--- src/rtl/reg_file.sv ---
// reg_file: 32 x 32-bit RV32I integer register file.
// Two combinational source-operand read ports (rs1/R1, rs2/R2), one
// synchronous write port (rd/wd/writeEnable) and a combinational debug
// read port (view/out). Register x0 reads as zero on every port.
// Writes land on the rising edge; there is no write-through bypass, so a
// read of the register being written shows the old value until the edge.

module reg_file #(
    parameter int DATA_W = 32,
    parameter int ADDR_W = 5
) (
    input  logic              clk,
    input  logic              rst,
    output logic [DATA_W-1:0] R1,
    output logic [DATA_W-1:0] R2,
    input  logic [DATA_W-1:0] wd,
    input  logic [ADDR_W-1:0] rs1,
    input  logic [ADDR_W-1:0] rs2,
    input  logic [ADDR_W-1:0] rd,
    input  logic              writeEnable,
    input  logic [ADDR_W-1:0] view,
    output logic [DATA_W-1:0] out
);

    localparam int DEPTH = 1 << ADDR_W;

    logic [DATA_W-1:0] x [DEPTH];
    logic              wr_hit;

    // A write only counts when it targets a real register (x0 is read-only).
    assign wr_hit = writeEnable && (rd != '0);

    // Storage update: reset clears every entry and wins over a simultaneous write.
    always_ff @(posedge clk) begin
        if (rst) begin
            for (int i = 0; i < DEPTH; i++) begin
                x[i] <= '0;
            end
        end else if (wr_hit) begin
            x[rd] <= wd;
        end
    end

    // Combinational read ports; index 0 is forced to zero so x0 never
    // depends on array contents, even before the first reset edge.
    always_comb begin
        R1  = (rs1  == '0) ? '0 : x[rs1];
        R2  = (rs2  == '0) ? '0 : x[rs2];
        out = (view == '0) ? '0 : x[view];
    end

endmodule

--- config.mk ---
export PLATFORM = sky130hd
export DESIGN_NAME = reg_file
export DESIGN_NICKNAME = d
export VERILOG_FILES = /design/src/rtl/reg_file.sv
export SDC_FILE = /design/constraint.sdc
export NUM_CORES = 2
export LEC_CHECK = 0
export ABC_AREA = 1
export ABC_CLOCK_PERIOD_IN_PS = 6050
export CAP_MARGIN = 20
export CELL_PAD_IN_SITES_DETAIL_PLACEMENT = 1
export CELL_PAD_IN_SITES_GLOBAL_PLACEMENT = 2
export CORE_ASPECT_RATIO = 0.75
export CORE_MARGIN = 1
export CORE_UTILIZATION = 39
export CTS_CLUSTER_SIZE = 8
export DETAILED_ROUTE_END_ITERATION = 8
export PLACE_DENSITY_LB_ADDON = 0.12
export RECOVER_POWER = 50
export SKIP_CTS_REPAIR_TIMING = 1
export SYNTH_ARGS = -nofsm -noshare
export SYNTH_HDL_FRONTEND = slang
export SYNTH_SLANG_ARGS = --single-unit
--- constraint.sdc ---
create_clock -name clk -period 6.05 [get_ports clk]
set_input_delay 1.21 -clock clk [delete_from_list [all_inputs] [get_ports clk]]
set_output_delay 1.21 -clock clk [all_outputs]
set_load 0.1 [all_outputs]
==> results.cfg <==
[floorplanning]
die_h_um = 360
die_x_um = 480
core_um2 = 170000
die-area_um2 = 173000
rows = 131
num_io_pins = 151
start_util = 0.393

[route]
antenna_left = 0
top_layer = met5
dr.first_iter.drc_count = 10900
drt-pass1-iter-count = 6
wl_met1_mm = 149
routed-via-count = 74200
wire_per_inst_um = 32.0
drt_wl_total_mm = 375
met3_length_mm = 44.5
wl_met2_mm = 160
routed_via_density = 6.35
remaining_drc_errors = 0

[logic_synthesis]
synth_compound_area_frac = 0.0577
yosys_most_used_dff = edfxtp_1
synth_warnings = 0
synth_xor_area_frac = 0
yosysUniqueCellTypes = 18
yosys.area_share.simple = 0.416
synthAdderAreaFrac = 0
synth_area_per_cell_um2 = 6.91
synth_top_family_by_area = simple AND/OR/NAND/NOR gates
synth_mux_area_frac = 0
async_reset_ff_frac = 0
ys_ff_latch = 1024
yosysSeqAreaShare = 0.461
synthCells = 9662
synth_area_um2 = 66800
synth_edf_count = 1024

[sta]
finalCriticalPeriod_ns = 5.36
maxSlewViolCount = 1027
max_slew_margin = -1.50
finalHoldViolCount = 0
whs_ns = 1.21
rsz0062_at_grt = no
max_freq_mhz = 186
period_share = 0.886
fin_tns_setup_ns = 0
finalWorstSetupSlack_ns = 0.687
final-setup-viol-count = 0
tightestPinTransition_ns = 3.76

[power]
p_clk_frac = 0.370
p_seq_frac = 0.406
power_frac_comb = 0.224
cellLeakagePower_nw = 32.2
power_mw = 21.0
switching_share = 0.338
power_density_nw_per_um2 = 278
power.internal_mw = 13.9
switchingPower_mw = 7.11
max-vdd-ir-drop_mv = 0.309

[final_layout]
nNetsFinal = 9467
top_register = x
largest_reg_flops = 1024
syn2layout_area_growth_pct = 13.5
drive_gt1_frac = 0.0601
fillCellCount = 21100
reg.largest.list = x x1024

[clock_network]
cts.sink_count = 1024
cts-root-buf = clkbuf_16
clockBufferDepth = 3
cts_tree = yes
path_clk_slew_ns = 0.06
cts_buffers = 146
cts_htree_levels = 4

[setup_path]
cp.required_ns = 6.45
path_cells = clkbuf_1 -> inv_1 -> clkbuf_1 -> nand3_1 -> inv_1 -> nand2_1 -> inv_1 -> nand2_1 -> nand2_1 -> clkbuf_2
crit_arrival_ns = 5.76
critPathSlowestCell = clkbuf_1
timing.critical_path.buf_inv = 6
slowest_delay_ns = 1.21
endpoint_kind = flop
critPathTopFamily = buffers and inverters
worstPathMaxFanout = 32
start_kind = input pin
path_class = in -> reg

[placed_design]
dp_slack_ns = 0.886
gp_congestion = 0.890
portBuffers = 150
hpwl_mm = 212

[global_routing]
grt_usage = 0.423
grt_max_degree = 157
grt_pass1_wl_mm = 528
first_global_vias = 73000
grt_overflow = 0
antenna_found_initial = 4

[outcome]
violations = max-capacitance violations, max-slew violations
outcome = finished, violations left

[run]
max_cap_viol_count = 32

[worst_hold_path]
hold_path.class = in -> reg
tightest hold or removal path: stages:
cell	delay [ns]
clkdlybuf4s50_1	0.45
inv_1	0.11
nor2_1	0.12
final timing paths:
path,from,to,depth (start not counted)
max,rst,x[24][10],10
min,wd[15],x[18][15],3
layer usage:
metal  up-vias  global-route usage
li1      31100                   -
met1     37000               0.567
met2      5020               0.635
met3      1116              0.0997
met4         2               0.219
met5         -                   0
metrics by stage:
step           instance area (µm²)  instances   util
2_1_floorplan                66900       9693      -
6_report                     75800      11700  0.446
4_1_cts                      75800      11700  0.446
3_5_place_dp                 71900      11500  0.423
3_3_place_gp                 71800      11500  0.423
5_1_grt                      75800      11700  0.446
power by group through the flow:
stage          logic, mW  clock network, mW  registers, mW
3_3_place_gp        4.51                  0           8.64
2_1_floorplan       2.65                  0           8.56
4_1_cts             4.59               7.81           8.53
3_5_place_dp        4.57                  0           8.66
6_report            4.72               7.78           8.55
5_1_grt             4.91               8.03           8.58
layout by cell type, fill, tap and decap left out, drive strengths merged:
cell type and instances:
nand2 3318, clkbuf 192, o211ai 30, diode 4
a21oi 233, nor2 1861, conb 32, o21ai 491
edfxtp 1024, nand3 1658, nor3 9, buf 349
nand4 1, inv 189, clkdlybuf4s50 38, clkinv 3
synthesized netlist by cell type, types with 3 or more instances:
cell | count | area [µm²]
nand2_1 | 3318 | 12500
nor2_1 | 1861 | 6990
nand3_1 | 1658 | 8300
edfxtp_1 | 1024 | 30700
o21ai_0 | 470 | 2350
clkbuf_1 | 388 | 1460
buf_2 | 373 | 1870
a21oi_1 | 233 | 1170
inv_1 | 179 | 672
buf_1 | 85 | 319
o211ai_1 | 30 | 225
o21ai_1 | 21 | 105
nor3_1 | 9 | 45.0
inv_2 | 7 | 26.3
buf_4 | 3 | 22.5
cells by family after synthesis:
family / Yosys count
simple gates: 6847
buf+inv: 1036
other cells: 1
compound gates: 754
flops: 1024
area by class of cell:
cell class,count,area [µm²],share of cell area
timing repair buffer,420,5670,0.0748
multi-input combinational,7633,31800,0.420
inverter,187,769,0.0102
tap,2261,2830,0.0373
clock buffer,159,3890,0.0514
sequential,1024,30700,0.406
clock inverter,5,33.8,0.000446
antenna,4,10.0,0.000132
No activity file was read; power rests on OpenSTA's default activity.
